`src/rtl/rom_boot_loader_pkg.sv`:
```
// Shared bus widths and FSM state encoding for the boot-time ROM loader.
package rom_boot_loader_pkg;

    localparam int ADDR_BUS    = 32;
    localparam int DATA_BUS    = 32;
    localparam int MEM_SEL_BUS = 4;

    typedef enum logic [2:0] {
        ST_HDR   = 3'd0,
        ST_CHECK = 3'd1,
        ST_DATA  = 3'd2,
        ST_WRITE = 3'd3,
        ST_DONE  = 3'd4,
        ST_ERR   = 3'd5
    } state_t;

endpackage

```
`src/rtl/rom_boot_loader_byte_assembler.sv`:
```
// Packs four accepted bytes into a little-endian 32-bit word; used for both
// the length header and the data words.
module rom_boot_loader_byte_assembler
    import rom_boot_loader_pkg::*;
(
    input  logic                clk,
    input  logic                rst,
    input  logic                clear,
    input  logic                take,
    input  logic [7:0]          data,
    output logic [DATA_BUS-1:0] word,
    output logic                word_valid
);

    logic [1:0] cnt;

    // NOTE: sequential state is written with <= only, so every flop samples
    // the pre-edge values of its neighbours regardless of block ordering.
    always_ff @(posedge clk) begin
        if (rst || clear) begin
            cnt  <= 2'd0;
            word <= '0;
        end else if (take) begin
            cnt  <= cnt + 2'd1;
            word <= {data, word[DATA_BUS-1:8]};
        end
    end

    // Pulses together with the fourth byte; the word is complete after that edge.
    assign word_valid = take && (cnt == 2'd3);

endmodule

```
`src/rtl/rom_boot_loader.sv`:
```
// Boot loader: holds the Core in reset, streams a length-prefixed image into
// ROM, then hands the ROM port to the Core.
module rom_boot_loader
    import rom_boot_loader_pkg::*;
#(
    parameter logic [ADDR_BUS-1:0] BASE_ADDR = 32'h0000_0000,
    parameter int                  MAX_WORDS = 1024
) (
    input  logic                   clk,
    input  logic                   rst,
    input  logic                   reload,
    input  logic                   in_valid,
    input  logic [7:0]             in_data,
    output logic                   in_ready,
    input  logic                   core_rom_en,
    input  logic [MEM_SEL_BUS-1:0] core_rom_write_en,
    input  logic [ADDR_BUS-1:0]    core_rom_addr,
    input  logic [DATA_BUS-1:0]    core_rom_write_data,
    output logic                   rom_en,
    output logic [MEM_SEL_BUS-1:0] rom_write_en,
    output logic [ADDR_BUS-1:0]    rom_addr,
    output logic [DATA_BUS-1:0]    rom_write_data,
    output logic                   cpu_rst,
    output logic                   load_done,
    output logic                   load_error,
    output logic [15:0]            words_loaded
);

    localparam logic [31:0] MAX_N = 32'(MAX_WORDS);

    state_t              state;
    logic [31:0]         n_words;
    logic [DATA_BUS-1:0] asm_word;
    logic                word_valid;
    logic                take;
    logic                restart;
    logic [31:0]         next_idx;

    assign in_ready = !rst && (state == ST_HDR || state == ST_DATA);
    assign take     = in_valid && in_ready;
    assign restart  = reload && (state == ST_DONE || state == ST_ERR);
    assign next_idx = 32'(words_loaded) + 32'd1;

    rom_boot_loader_byte_assembler u_asm (
        .clk        (clk),
        .rst        (rst),
        .clear      (restart),
        .take       (take),
        .data       (in_data),
        .word       (asm_word),
        .word_valid (word_valid)
    );

    always_ff @(posedge clk) begin
        if (rst) begin
            state        <= ST_HDR;
            n_words      <= '0;
            cpu_rst      <= 1'b1;
            load_done    <= 1'b0;
            load_error   <= 1'b0;
            words_loaded <= '0;
        end else begin
            case (state)
                ST_HDR: if (word_valid) state <= ST_CHECK;
                ST_CHECK: begin
                    n_words      <= asm_word;
                    words_loaded <= '0;
                    if (asm_word == 32'd0) begin
                        state     <= ST_DONE;
                        cpu_rst   <= 1'b0;
                        load_done <= 1'b1;
                    end else if (asm_word > MAX_N) begin
                        state      <= ST_ERR;
                        load_error <= 1'b1;
                    end else begin
                        state <= ST_DATA;
                    end
                end
                ST_DATA: if (word_valid) state <= ST_WRITE;
                ST_WRITE: begin
                    words_loaded <= words_loaded + 16'd1;
                    if (next_idx == n_words) begin
                        state     <= ST_DONE;
                        cpu_rst   <= 1'b0;
                        load_done <= 1'b1;
                    end else begin
                        state <= ST_DATA;
                    end
                end
                ST_DONE, ST_ERR: begin
                    if (reload) begin
                        state        <= ST_HDR;
                        cpu_rst      <= 1'b1;
                        load_done    <= 1'b0;
                        load_error   <= 1'b0;
                        words_loaded <= '0;
                    end
                end
                default: state <= ST_HDR;
            endcase
        end
    end

    // NOTE: every output gets a default before the case so no path leaves one
    // unassigned, which would otherwise infer a latch.
    always_comb begin
        rom_en         = 1'b0;
        rom_write_en   = '0;
        rom_addr       = '0;
        rom_write_data = '0;
        case (state)
            ST_WRITE: begin
                rom_en         = 1'b1;
                rom_write_en   = '1;
                rom_addr       = BASE_ADDR + {words_loaded, 2'b00};
                rom_write_data = asm_word;
            end
            ST_DONE: begin
                rom_en         = core_rom_en;
                rom_write_en   = core_rom_write_en;
                rom_addr       = core_rom_addr;
                rom_write_data = core_rom_write_data;
            end
            default: ;
        endcase
    end

endmodule

```
`config.mk`:
```
export PLATFORM = sky130hd
export DESIGN_NAME = rom_boot_loader
export DESIGN_NICKNAME = d
export VERILOG_FILES = /design/src/rtl/rom_boot_loader_pkg.sv /design/src/rtl/rom_boot_loader_byte_assembler.sv /design/src/rtl/rom_boot_loader.sv
export SDC_FILE = /design/constraint.sdc
export NUM_CORES = 1
export LEC_CHECK = 0
export CORE_MARGIN = 2
export CORE_UTILIZATION = 25
export DETAILED_ROUTE_END_ITERATION = 10
export GPL_TIMING_DRIVEN = 0
export MAX_ROUTING_LAYER = met4
export PLACE_DENSITY = 0.62
export SYNTH_ARGS = -nofsm -noshare
export SYNTH_HDL_FRONTEND = slang
export SYNTH_HIERARCHICAL = 1
export SYNTH_SLANG_ARGS = --single-unit
```
`constraint.sdc`:
```
create_clock -name clk -period 2.55 [get_ports clk]
set_clock_uncertainty 0.05 [all_clocks]
set_input_delay 0.51 -clock clk [delete_from_list [all_inputs] [get_ports clk]]
set_output_delay 0.51 -clock clk [all_outputs]
set_load 0.1 [all_outputs]
```
# Word-level counts from Yosys, hierarchy flattened
# Index checks and enable logic that the tools add are counted.
# totals
ff_bits	88
input_bits	81
word_cells	67
# classes
add_sub_neg	3
magnitude_cmp	1
eq_ne	14
n_mux	24
n_reduce_logical	17
# op_table
operator	count
case mux 32 bit (2 select lines)	2
case mux 16 bit (3 select lines)	1
equality test 17 x 32 -> 1 bit	1
> comparator 32 x 11 -> 1 bit (second input constant)	1
logical NOT 32 bit	1
2-to-1 mux 3 bit	6
adder 16 x 1 -> 17 bit (second input constant)	1
adder 16 x 1 -> 16 bit (second input constant)	1
2-to-1 mux 16 bit	1
case mux 3 bit (5 select lines)	1
inequality test 2 bit (second input constant)	5
2-to-1 mux 1 bit	8
case mux 4 bit (2 select lines)	1
AND reduction 4 bit	2
equality test 3 x 2 -> 1 bit (second input constant)	2
equality test 3 bit (second input constant)	2
case mux 1 bit (3 select lines)	2
logical AND 1 bit	4
inequality test 2 x 1 -> 1 bit (second input constant)	2
case mux 1 bit (2 select lines)	2
equality test 3 x 1 -> 1 bit (second input constant)	1
logical NOT 3 bit	1
logical OR 1 bit	3
AND reduction 3 bit	1
other kinds (7)	7

# Logic depth before layout (Yosys ltp)
# logic_depth
word_depth	7
ltp_mapped	8

# By module
# Netlist, hierarchy kept.
# modules_own_cells
module	n_inst	cells_per_inst	area_per_inst_um2
rom_boot_loader	1	467	3542.1
rom_boot_loader_byte_assembler	1	113	1276.2

# Worst setup path before layout
# No wires, ideal clock.
# synth_timing
path_type	input port to flip-flop
start	input rst
end	register u_asm.word[0]
setup_ps	114
arrival_ps	3581
path_slack_ps	-1195
stages	7
cell_sequence	buf_2 nor3_1 and2_1 buf_6 buf_6 mux2i_1 nor2_1
# synth_via
elab_chain_cells	3
word_cells_on_any_way	4
cone_classes	reduce/logical (4)
# synth_lines
item	line	source
start, declared	rom_boot_loader.sv:10	input logic rst,
logical NOT 1 bit	rom_boot_loader.sv:39	assign in_ready = !rst && (state == ST_HDR || state == ST_DATA);
logical AND 1 bit	rom_boot_loader.sv:39	
net in_ready	rom_boot_loader.sv:14	output logic in_ready,
logical AND 1 bit	rom_boot_loader.sv:40	assign take = in_valid && in_ready;
net take	rom_boot_loader.sv:35	logic take;
end signal, assigned	rom_boot_loader_byte_assembler.sv:25	word <= {data, word[DATA_BUS-1:8]};
end, declared	rom_boot_loader_byte_assembler.sv:11	output logic [DATA_BUS-1:0] word,
# The timed path passes the listed nets, and every way through them passes these cells.
# A chain may end at the register's enable or synchronous reset.

# Worst setup path after layout
# layout_timing
start	register words_loaded[13]
end	output words_loaded[13]
# layout_lines
item	line	source
start, declared	rom_boot_loader.sv:26	output logic [15:0] words_loaded
start signal, assigned	rom_boot_loader.sv:81	words_loaded <= words_loaded + 16'd1;
# No word-level cell between the ends.

==> out/qor.yml <==
worstMarginPinSlew_ps: 1050
gr-total-overflow: 0
grt_pass1_wl_mm: 26.4
status: "complete, no violations"
antenna_found_initial: 0
crit_fanout: 8
cp_top_family: "buffers and inverters"
clk_pin_slew_ps: 60
yosys_register_bits: 88
hold_buffers: 0
ant_nets: 0
portBuffers: 169
synth_top_cells_by_area: "dfxtp_1, a22o_1, nand2_1"
switching_power_uw: 675
post-cts-setup-buffers: 0
hp-class: "flop to flop"
hold_viol: 0
fin_ws_ps: 59.8
clock_latency_ps: 350
netSwitchingFraction: 0.233
fin_crit_ps: 2490
die_y_um: 143
crit_arrival_ps: 1930
die_w_um: 143
wl_met3_mm: 1.07
startpoint_type: "flop"
setup_viol_count_final: 0
pwr-share-clk: 0.431
critPathMaxStageDelay_ps: 1160
yosysTopAreaCell: "dfxtp_1"
rsz0062_at_grt: "no"
rrSetupSlack_ps: 110
synth_edf_count: 0
synthesis.area_mm2: 0.00482
grt.total_usage: 0.172
top_layer_used: "met4"
cts_tree: "built"
crit_path_top_delay_cell: "clkdlybuf4s50_1"
seqPwrFrac: 0.484
h-tree-depth: 3
fin_util: 0.391
clk_path_buf_depth: 2
max_freq_ghz: 0.402
layout_commonest_cell: "clkdlybuf4s50_1"
total_power_uw: 2900
end_kind: "primary output"
ys_types: 59
peakVddDrop_mv: 0.332
cts_resized: 502
cap_viol_max_count: 0
wire_per_inst_um: 16.7
slew_headroom: 0.301
setup_tns_ps: 0
synthCells: 580
leakage_uw: 0.00283
syn_nets: 663
syn_avg_cell_area_um2: 8.31
drive_gt1_frac: 0.263
grt_max_degree: 15
fin_crit_sh: 0.977
combPwrFrac: 0.085
drtIter0Drc: 338
whs_ps: 405
rows: 50
power.density_mw_per_mm2: 394
crit_chain: "clkdlybuf4s50_1"
die_area_mm2: 0.0204
yosys_most_used_dff: "dfxtp_1"
cp.required_ps: 1990
ys_seq_area_frac: 0.366
routed-wl-met2_mm: 8.24
diodes: 0
dp_slack_ps: -1550
async_flop_share: 0
path_class: "flop to primary output"
cts_root_buffer: "clkbuf_16"
crit_buf_inv: 1
dp_hpwl_mm: 13.1
synth_warnings: 6
drt_wl_total_mm: 17.2
drc: 0
drt_pass1_iterations: 5
via_per_inst: 4.82
fp.coreArea_mm2: 0.0188
internal_power_uw: 2220
initial_utilization: 0.256
grt_pass1_vias: 4795
finalMaxSlewViolations: 0
nNetsFinal: 843
yosysTopAreaCellShare: 0.366
areaGrowthSynthToFinish_pct: 52.7
wl_met1_mm: 7.61
io_pins: 170
cts_sinks: 88
via_count: 4938
cts_inserted_buffers: 9
gp_congestion: 0.873
layout_common_cells: "clkdlybuf4s50_1, nand2_1, dfxtp_1, nor2_1, a21oi_1"
==> state kept, by name (all words and copies together), names as in the netlist <==
name	flops
cpu_rst	1
load_done	1
load_error	1
n_words	32
state	3
u_asm/cnt	2
u_asm/word	32
words_loaded	16
==> power groups by stage <==
stage	Combinational, uW	Sequential, uW	Clock (uW)
after floorplan	98.4	1430	0
after global placement	246	1430	0
after detailed placement	248	1430	0
after CTS	249	1400	1260
after global routing	265	1400	1310
final	247	1400	1250
==> worst min-delay path: stages (launching register included) <==
cell and delay [ps]:
dfxtp_1 310, nand2_1 50, a21oi_1 50
==> cells by family (layout without fill, tap and decap cells) <==
| family | count (synthesis) | after routing | share of synthesized area |
|---|---|---|---|
| AOI/OAI and AO/OA | 145 | 145 | 0.204 |
| xor gates and xnor gates | 24 | 24 | 0.0436 |
| adders and majority gates | 2 | 2 | 0.00519 |
| buffers and inverters | 51 | 236 | 0.0662 |
| DFF | 88 | 88 | 0.366 |
| muxes | 33 | 33 | 0.0686 |
| and+or+nand+nor | 237 | 237 | 0.247 |
==> path summary, 6_finish.rpt <==
| check | startpoint | endpoint | depth (start not counted) |
|---|---|---|---|
| worst max-delay path | words_loaded[13] | words_loaded[13] | 1 |
| worst min-delay path | n_words[22] | n_words[22] | 2 |
| worst max register to register | words_loaded[0] | cpu_rst | 8 |
| worst min register to register | n_words[22] | n_words[22] | 2 |
==> cell usage after synthesis (all sizes together) (2+ instances only) <==
cell type,number
a211oi,3
a21oi,57
a22o,48
a22oi,2
and2,20
and3,2
buf,20
clkbuf,28
dfxtp,88
ha,2
inv,3
mux2i,33
nand2,90
nand2b,4
nand3,10
nand3b,2
nand4,9
nand4b,2
nor2,62
nor2b,2
nor3,7
nor4,16
o211ai,3
o21a,3
o21ai,15
o22ai,2
or3,2
or4,6
xnor2,17
xor2,7
==> layer usage <==
| layer | track usage | vias to the layer above |
|---|---|---|
| met3 | 0.0349 | 20 |
| li1 | - | 2438 |
| met4 | 0.0490 | 0 |
| met5 | - | - |
| met1 | 0.217 | 2280 |
| met2 | 0.282 | 200 |
==> stage by stage <==
step,instances,instance area [um^2]
6_report,1025,7360
2_1_floorplan,580,4900
3_3_place_gp,1009,6920
4_1_cts,1025,7310
3_5_place_dp,1009,6920
5_1_grt,1025,7360
==> layout make-up <==
cell class | count | area, um^2
Fill cell | 1929 | 11500
Multi-Input combinational cell | 441 | 2830
Sequential cell | 88 | 1780
Timing Repair Buffer | 169 | 1730
Buffer | 48 | 398
Tap cell | 260 | 325
Clock buffer | 11 | 243
Clock inverter | 5 | 31.3
Inverter | 3 | 11.3
Power figures use the tool's default switching activity.
